File: src/rtl/key_evt_pkg.sv
// Shared constants and types for the key event arbiter: default sizing and
// the symbolic indices of the front-panel keys.
package key_evt_pkg;

  localparam int N_KEYS_DEFAULT     = 5;
  localparam int FIFO_DEPTH_DEFAULT = 4;
  localparam int KEY_IDX_W          = $clog2(N_KEYS_DEFAULT);

  typedef logic [KEY_IDX_W-1:0] key_idx_t;

  localparam key_idx_t KEY_CONFIRM = key_idx_t'(0);
  localparam key_idx_t KEY_BACK    = key_idx_t'(1);
  localparam key_idx_t KEY_UP      = key_idx_t'(2);
  localparam key_idx_t KEY_DOWN    = key_idx_t'(3);
  localparam key_idx_t KEY_MODE    = key_idx_t'(4);

endpackage

File: src/rtl/key_evt_fifo.sv
// Small synchronous FIFO for key events; a push into a full FIFO is accepted
// when a pop happens in the same cycle.
module key_evt_fifo
  import key_evt_pkg::*;
#(
  parameter int WIDTH = KEY_IDX_W,
  parameter int DEPTH = FIFO_DEPTH_DEFAULT
) (
  input  logic             clk,
  input  logic             rst,
  input  logic             push,
  input  logic             pop,
  input  logic [WIDTH-1:0] wr_data,
  output logic [WIDTH-1:0] rd_data,
  output logic             full,
  output logic             empty
);

  localparam int PTR_W = $clog2(DEPTH);
  localparam int CNT_W = PTR_W + 1;

  logic [PTR_W-1:0] wr_ptr_q, wr_ptr_d;
  logic [PTR_W-1:0] rd_ptr_q, rd_ptr_d;
  logic [CNT_W-1:0] count_q, count_d;
  logic [WIDTH-1:0] mem_q [DEPTH];
  logic             do_push;
  logic             do_pop;

  assign full    = (count_q == CNT_W'(DEPTH));
  assign empty   = (count_q == '0);
  assign do_pop  = pop && !empty;
  assign do_push = push && (!full || do_pop);
  assign rd_data = empty ? '0 : mem_q[rd_ptr_q];

  always_comb begin
    wr_ptr_d = wr_ptr_q + PTR_W'(do_push);
    rd_ptr_d = rd_ptr_q + PTR_W'(do_pop);
    count_d  = count_q + CNT_W'(do_push) - CNT_W'(do_pop);
  end

  // NOTE: sequential state uses non-blocking assignments so every flop samples pre-edge values.
  always_ff @(posedge clk or posedge rst) begin
    if (rst) begin
      wr_ptr_q <= '0;
      rd_ptr_q <= '0;
      count_q  <= '0;
    end else begin
      wr_ptr_q <= wr_ptr_d;
      rd_ptr_q <= rd_ptr_d;
      count_q  <= count_d;
    end
  end

  // NOTE: storage is deliberately not reset; the empty flag masks stale entries.
  always_ff @(posedge clk) begin
    if (do_push) mem_q[wr_ptr_q] <= wr_data;
  end

endmodule

File: src/rtl/key_event_arbiter.sv
// Merges debounced key press pulses into an ordered event stream using a
// round-robin grant into a small FIFO. Optional KEY_EVT_DROP_CNT_EN adds a
// saturating count of cycles in which presses merged into pending ones.
module key_event_arbiter
  import key_evt_pkg::*;
#(
  parameter int N_KEYS     = N_KEYS_DEFAULT,
  parameter int FIFO_DEPTH = FIFO_DEPTH_DEFAULT,
  localparam int IDX_W     = $clog2(N_KEYS)
) (
  input  logic              clk,
  input  logic              rst,
  input  logic [N_KEYS-1:0] key_pulse,
  output logic              evt_valid,
  input  logic              evt_ready,
  output logic [IDX_W-1:0]  evt_code,
  output logic [N_KEYS-1:0] pending,
  output logic              fifo_full
`ifdef KEY_EVT_DROP_CNT_EN
  ,
  output logic [7:0]        drop_cnt
`endif
);

  logic [N_KEYS-1:0] pending_q, pending_d;
  logic [IDX_W-1:0]  last_grant_q, last_grant_d;
  logic [IDX_W-1:0]  grant_idx;
  logic              grant_found;
  logic              grant_vld;
  logic [N_KEYS-1:0] grant_mask;
  logic              push_ok;
  logic              fifo_empty;
  int                cand;

  assign evt_valid = !fifo_empty;
  assign pending   = pending_q;

  // A pop in this cycle frees a slot, so a full FIFO can still take a push.
  assign push_ok   = !fifo_full || (evt_valid && evt_ready);
  assign grant_vld = push_ok && grant_found;

  // Round-robin search starting just after the most recent grant.
  // NOTE: every always_comb output gets a default first so no latch is inferred.
  always_comb begin
    grant_idx   = '0;
    grant_found = 1'b0;
    cand        = 0;
    for (int off = 1; off <= N_KEYS; off++) begin
      cand = (int'(last_grant_q) + off) % N_KEYS;
      if (!grant_found && pending_q[cand]) begin
        grant_found = 1'b1;
        grant_idx   = IDX_W'(cand);
      end
    end
  end

  always_comb begin
    grant_mask   = grant_vld ? (N_KEYS'(1) << grant_idx) : '0;
    // A new pulse on the granted key wins over the clear: the repeat press queues later.
    pending_d    = (pending_q & ~grant_mask) | key_pulse;
    last_grant_d = grant_vld ? grant_idx : last_grant_q;
  end

  always_ff @(posedge clk or posedge rst) begin
    if (rst) begin
      pending_q    <= '0;
      last_grant_q <= IDX_W'(N_KEYS - 1);
    end else begin
      pending_q    <= pending_d;
      last_grant_q <= last_grant_d;
    end
  end

`ifdef KEY_EVT_DROP_CNT_EN
  logic [7:0] drop_cnt_q, drop_cnt_d;
  logic       merge_hit;

  always_comb begin
    merge_hit  = |(key_pulse & pending_q & ~grant_mask);
    drop_cnt_d = (merge_hit && drop_cnt_q != 8'hFF) ? drop_cnt_q + 8'd1 : drop_cnt_q;
  end

  always_ff @(posedge clk or posedge rst) begin
    if (rst) drop_cnt_q <= '0;
    else     drop_cnt_q <= drop_cnt_d;
  end

  assign drop_cnt = drop_cnt_q;
`endif

  key_evt_fifo #(
    .WIDTH (IDX_W),
    .DEPTH (FIFO_DEPTH)
  ) u_fifo (
    .clk     (clk),
    .rst     (rst),
    .push    (grant_vld),
    .pop     (evt_ready),
    .wr_data (grant_idx),
    .rd_data (evt_code),
    .full    (fifo_full),
    .empty   (fifo_empty)
  );

endmodule

File: config.mk
export PLATFORM = sky130hd
export DESIGN_NAME = key_event_arbiter
export DESIGN_NICKNAME = d
export VERILOG_FILES = /design/src/rtl/key_evt_pkg.sv /design/src/rtl/key_evt_fifo.sv /design/src/rtl/key_event_arbiter.sv
export SDC_FILE = /design/constraint.sdc
export NUM_CORES = 1
export LEC_CHECK = 0
export BUFFER_PORTS_ARGS = -buffer_cell sky130_fd_sc_hd__buf_4
export CORE_ASPECT_RATIO = 0.6
export CORE_MARGIN = 2
export CORE_UTILIZATION = 63
export DETAILED_ROUTE_END_ITERATION = 6
export GPL_TIMING_DRIVEN = 0
export PLACE_DENSITY = 0.82
export RECOVER_POWER = 50
export SKIP_LAST_GASP = 1
export SYNTH_ARGS = -nofsm -noshare
export SYNTH_HDL_FRONTEND = slang
export SYNTH_SLANG_ARGS = --single-unit
File: constraint.sdc
create_clock -name clk -period 6.5 [get_ports clk]
set_input_delay 1.3 -clock clk [delete_from_list [all_inputs] [get_ports clk]]
set_output_delay 1.3 -clock clk [all_outputs]
set_load 0.02 [all_outputs]
## Word level (Yosys, flattened, before mapping)

Memories as Yosys holds them, arrays and structs flattened.
Index checks and enable logic that the tools add are counted.

| storage, ports and cells | value |
|---|---|
| register bits after elaboration | 15 |
| memory bits (writable) | 12 |
| input bits | 8 |
| output and inout bits | 10 |
| word-level logic and storage cells | 74 |
| memories | 1 |

Memory list:

| memory | words | bits a word | rd ports | clocked after Yosys merged registers in | write ports | line | RTL |
|---|---|---|---|---|---|---|---|
| u_fifo.mem_q | 4 | 3 | 1 | 0 | 1 | key_evt_fifo.sv:25 | `logic [WIDTH-1:0] mem_q [DEPTH];` |

| cells by class | value |
|---|---|
| add/sub/neg operators | 9 |
| divide/modulo/power cells | 5 |
| $lt $le $gt $ge | 5 |
| equality and inequality tests | 1 |
| shift-type cells | 1 |
| multiplexer cells | 29 |
| bitwise gates (word level) | 3 |
| reductions and logical operators | 15 |

Operator list:

| operator | count |
|---|---|
| 32-bit by 5-bit less-than comparator with 1-bit output (second input constant) | 5 |
| 32-bit by 4-bit modulo with 32-bit output (second input constant) | 5 |
| 3-bit 2-to-1 mux | 6 |
| 1-bit 2-to-1 mux | 17 |
| 1-bit binary-select mux with 3-bit select | 5 |
| 3-bit by 2-bit adder with 4-bit output (second input constant) | 2 |
| 3-bit by 3-bit adder with 4-bit output (second input constant) | 2 |
| 1-bit logical AND | 7 |
| 1-bit zero test | 6 |
| 5-bit bitwise AND | 1 |
| 5-bit 2-to-1 mux | 1 |
| 5-bit NOT | 1 |
| 5-bit bitwise OR | 1 |
| 1-bit by 3-bit << shifter with 5-bit output (first input constant) | 1 |
| 2-bit by 1-bit adder with 2-bit output | 2 |
| 3-bit by 1-bit adder with 4-bit output (second input constant) | 1 |
| 3-bit by 1-bit adder with 3-bit output | 1 |
| 3-bit equality test (second input constant) | 1 |
| 3-bit zero test | 1 |
| 3-bit by 1-bit subtractor with 3-bit output | 1 |
| 1-bit logical OR | 1 |

## Longest topological paths before layout

| logic depth | value |
|---|---|
| depth in word-level cells | 23 |
| mapped depth | 22 |
| gate-level depth less buffers | 19 |

## Modules after synthesis

From an unflattened synthesis, not the netlist that was laid out.

| unflattened totals | value |
|---|---|
| cell total of the unflattened synthesis | 340 |
| area total of the unflattened synthesis | 3125.5 um2 |

By module, submodules not included:

| module | times used | cells an instance | area an instance (um2) | sequential area each (um2) |
|---|---|---|---|---|
| key_event_arbiter | 1 | 291 | 2289.7 | 201.4 |
| key_evt_fifo | 1 | 49 | 835.8 | 535.5 |

## Worst setup path before layout

No wires, ideal clock.

| path | value |
|---|---|
| path type | register to register |
| start point | register last_grant_q[2] |
| end point | register u_fifo.count_q[1] |
| setup time | 64 ps |
| arrival time | 4600 ps |
| data required time | 6436 ps |
| setup slack | 1836 ps |
| stages on the path, launching flop included | 21 |
| path buffers | 2 |
| clock period less this slack | 4664 ps |
| cell sequence | dfstp_2 > buf_2 > inv_1 > ha_1 > o21a_1 > a21oi_1 > xnor2_1 > ha_1 > inv_1 > o221a_2 > o22ai_1 > a32oi_1 > o21bai_1 > a211oi_2 > or3b_1 > o32a_1 > buf_6 > ha_1 > inv_1 > fa_1 > inv_1 |

| on the way | value |
|---|---|
| cells in the longest elaborated chain, start to end | 22 |
| elaborated cells on any way between the ends | 42 |
| classes of those cells | 7 x add/sub; 5 x div; 20 x mux; 10 x reduce/logical |

RTL lines:

| what | line | RTL |
|---|---|---|
| from (decl) | key_event_arbiter.sv:26 | `logic [IDX_W-1:0] last_grant_q, last_grant_d;` |
| from (signal assigned) | key_event_arbiter.sv:67 | `last_grant_q <= IDX_W'(N_KEYS - 1);` |
| from (signal assigned) | key_event_arbiter.sv:70 | `last_grant_q <= last_grant_d;` |
| 3-bit by 1-bit adder with 4-bit output | key_event_arbiter.sv:49 | `cand = (int'(last_grant_q) + off) % N_KEYS;` |
| 32-bit by 4-bit modulo with 32-bit output | key_event_arbiter.sv:49 |  |
| 1-bit binary-select mux with 3-bit select | key_event_arbiter.sv:50 | `if (!grant_found && pending_q[cand]) begin` |
| 1-bit 2-to-1 mux (not written as such) (2 in series) | key_event_arbiter.sv:50 |  |
| 1-bit 2-to-1 mux | key_event_arbiter.sv:50 |  |
| 1-bit zero test | key_event_arbiter.sv:50 |  |
| 1-bit logical AND | key_event_arbiter.sv:50 |  |
| 1-bit 2-to-1 mux | key_event_arbiter.sv:50 |  |
| [... 7 more ...] | -- |  |
| 1-bit logical AND | key_event_arbiter.sv:50 |  |
| 1-bit 2-to-1 mux (*) | key_event_arbiter.sv:50 |  |
| 1-bit logical AND (*) | key_event_arbiter.sv:40 | `assign grant_vld = push_ok && grant_found;` |
| via grant_vld | key_event_arbiter.sv:29 | `logic grant_vld;` |
| 1-bit logical AND (*) | key_evt_fifo.sv:32 | `assign do_push = push && (!full \|\| do_pop);` |
| 3-bit by 1-bit adder with 3-bit output (*) | key_evt_fifo.sv:38 | `count_d = count_q + CNT_W'(do_push) - CNT_W'(do_pop);` |
| 3-bit by 1-bit subtractor with 3-bit output (*) | key_evt_fifo.sv:38 |  |
| via u_fifo.count_d[1] | key_evt_fifo.sv:24 | `logic [CNT_W-1:0] count_q, count_d;` |
| to (signal assigned) | key_evt_fifo.sv:50 | `count_q <= count_d;` |
| to (decl) | key_evt_fifo.sv:24 |  |

Mark *: on every way through the listed nets, which the timed path passes. The rest lies on a longest branch. The select of a mux whose other input is x is not followed.
A chain may end at the register's enable or synchronous reset.

## Worst setup path after layout

| path | value |
|---|---|
| start point | register last_grant_q[0] |
| end point | register u_fifo.count_q[1] |

The elaborated chain is that of the path after synthesis.

==> flow_metrics.tcl <==
set metrics [dict create \
    grt-ovfl-total 0 \
    htree_levels 1 \
    min_path_cells 1 \
    grt_pass1_vias 2957 \
    synthArstFlopShare_pct 55.6 \
    cts.hold.buffers_added 0 \
    crit_required_ns 6.71 \
    syn-num-nets 427 \
    synth-edff-count 12 \
    drcViolationCount 0 \
    worstSetupPathType "reg -> reg" \
    die_width_um 96.7 \
    critPathLaunchType "flop" \
    rr_startpoint "last_grant_q[0]" \
    num_vias 3234 \
    tns_ns 0 \
    max_slew_margin_pct 48.9 \
    area_growth_pct 6.86 \
    drv_cap 0 \
    dpl.hpwl_um 7230 \
    holdCritStartpoint "u_fifo.wr_ptr_q[1]" \
    path_clk_slew_ns 0.10 \
    netlist_area_um2 3250 \
    whs_endpoint "u_fifo.wr_ptr_q[1]" \
    via_per_inst 6.78 \
    finalHoldViolCount 0 \
    numPortBuffers 17 \
    fmax_ghz 0.168 \
    seq_area_um2 737 \
    cp.arrival_ns 6.15 \
    fillers 415 \
    ys.flop_type "dfrtp_1" \
    cts-root-buf "clkbuf_8" \
    skew_ns 0.00695 \
    tritoncts "done" \
    start_util_pct 64.9 \
    rr_endpoint "u_fifo.count_q[1]" \
    synth_cells 390 \
    die_h_um 59.6 \
    multi_input_area_um2 2290 \
    rsz0062_at_grt "false" \
    cp_max_fo 11 \
    grt_max_degree 18 \
    cts_buffers 3 \
    synth.distinct_cells 76 \
    row_count 20 \
    cp_slowest_cell "dfrtp_1" \
    track_usage_pct 32.4 \
    drt_iter0_drc 390 \
    ys_ff_latch 27 \
    clock_sinks 27 \
    r2r_slack_ns 0.56 \
    io-pin-count 18 \
    cts_resized 0 \
    first_pass_iters 5 \
    critPathMaxStageDelay_ns 0.61 \
    post_cts_buffers 0 \
    worstHoldPathType "reg -> reg" \
    globalplace.congestion 1.01 \
    fin_crit_sh_pct 91.4 \
    critPathMostFrequentCell "inv_1" \
    routedWlPerCell_um 19.7 \
    cp-end-kind "flop" \
    cts_buffer_depth 2 \
    tightest_slew_ns 0.762 \
    grt_pass1_wl_um 14900 \
    ant_nets 0 \
    coreArea_um2 5000 \
    antenna_cells 0 \
    layout_common_cells "inv_1, nand2_1, nor2_1, ha_1, a21oi_1" \
    nets 449 \
    die_area_um2 5760 \
    worst_r2r_path_depth 19 \
    setup_viol 0 \
    drt_wl_total_um 9380 \
    final_layout_size_suffix_gt1_share_pct 9.49 \
    antenna_found_initial 0 \
    outcome "finished, final reports clean" \
    synth_warnings 0 \
    syn_avg_cell_area_um2 8.32 \
    path_cells "buf_2 -> inv_1 -> ha_1 -> xor2_1 -> a311oi_1 -> a311oi_2 -> ha_1 -> inv_1 -> o22ai_1 -> a211oi_1 -> a31oi_1 -> nor3_1 -> or3b_1 -> o32a_1 -> buf_6 -> ha_1 -> inv_1 -> fa_1 -> inv_1" \
    ys_seq_area_share_pct 22.7 \
    place_ws_ns 0.813 \
    clk_latency_ns 0.27 \
    timing.final.ws_setup_ns 0.560 \
    report.final.slew_viol_count 0 \
    final_common_cell "inv_1" \
    post-route-min-period_ns 5.94 \
]
[cells by family after synthesis]
family	Yosys count	share of synthesized area, %
buf+inv	53	6.67
simple gates	129	20.8
mux	12	5.63
fa+ha+maj	29	11.4
flops	27	22.7
xor+xnor	15	4.28
compound gates	125	28.5
[registers in the layout (all words and copies together) (netlist names)]
signal,flops
u_fifo.rd_ptr_q,2
last_grant_q,3
pending,5
u_fifo.wr_ptr_q,2
u_fifo.mem_q,12
u_fifo.count_q,3
[area by class of cell]
cell class              instances  share of cell area, %
clock buffers                   3                   1.19
multi-input cells             310                   66.1
plain buffers                  19                   2.56
flip-flops and latches         27                   21.2
inverters                      34                   3.68
well taps                      66                   2.38
repair buffers                 17                   2.60
clock inverters                 1                  0.253
[critical path, delay by kind of cell, from the launching register on]
kind | cells | cell delay [ns]
compound gates | 6 | 1.91
fa+ha+maj | 4 | 1.22
buf+inv | 6 | 0.95
flops | 1 | 0.61
xor+xnor | 1 | 0.60
simple gates | 2 | 0.58
[how the worst max path moves through the flow]
| stage | to | from | cells after the start |
|---|---|---|---|
| global route | u_fifo.count_q[2] | last_grant_q[0] | 20 |
| global placement | u_fifo.count_q[1] | last_grant_q[0] | 19 |
| CTS | u_fifo.count_q[1] | last_grant_q[0] | 20 |
| finish | u_fifo.count_q[1] | last_grant_q[0] | 19 |
| detailed placement | u_fifo.count_q[1] | last_grant_q[0] | 20 |
| floorplan | u_fifo.count_q[1] | last_grant_q[2] | 20 |
[per-stage QoR]
step                      utilization [%]  hold WS, ns  cells  instance area, um2
final                                69.3        0.525    477                3470
after global routing                 69.3        0.555    477                3470
after CTS                            70.1        0.530    477                3510
after detailed placement             69.1        0.511    473                3460
after global placement               69.1        0.510    473                3460
after floorplan                         -        0.487    390                3250
[synth_stat cells, types with 3 or more instances]
cell / number / area (um2)
a211oi_1: 8 / 60.1
and2_1: 8 / 50.1
nor2_1: 28 / 105
and4_1: 4 / 35.0
o211a_1: 5 / 50.1
or2_2: 3 / 18.8
edfxtp_1: 12 / 360
nand3_1: 7 / 35.0
a22o_1: 3 / 26.3
mux4_2: 5 / 113
o22ai_1: 8 / 50.1
o21ai_0: 15 / 75.1
a22oi_1: 3 / 22.5
o211ai_1: 5 / 37.5
a21o_1: 4 / 30.0
nand2b_1: 10 / 62.6
xnor2_1: 10 / 87.6
a21oi_1: 23 / 115
nor4_1: 6 / 37.5
buf_2: 4 / 20.0
clkbuf_1: 10 / 37.5
inv_1: 31 / 116
ha_1: 28 / 350
o31ai_1: 5 / 37.5
o32a_1: 3 / 30.0
nand2_1: 29 / 109
mux2i_1: 7 / 70.1
a41oi_1: 4 / 35.0
o21a_1: 5 / 37.5
a311oi_1: 4 / 35.0
dfrtp_1: 14 / 350
xor2_1: 4 / 35.0
nor2b_1: 10 / 62.6
nand4_1: 4 / 25.0
nor3_1: 7 / 35.0
[routing by layer]
| metal | global-route usage [%] | vias up | wire (um) |
|---|---|---|---|
| li1 | - | 1505 | - |
| met1 | 47.7 | 1472 | 4140 |
| met2 | 47.5 | 234 | 3850 |
| met3 | 9.91 | 23 | 1250 |
| met4 | 5.43 | 0 | 143 |
| met5 | 0 | - | 0 |
Power is not shown: default switching activity piles up to over one toggle a cycle in this logic, so the estimate is an artifact.
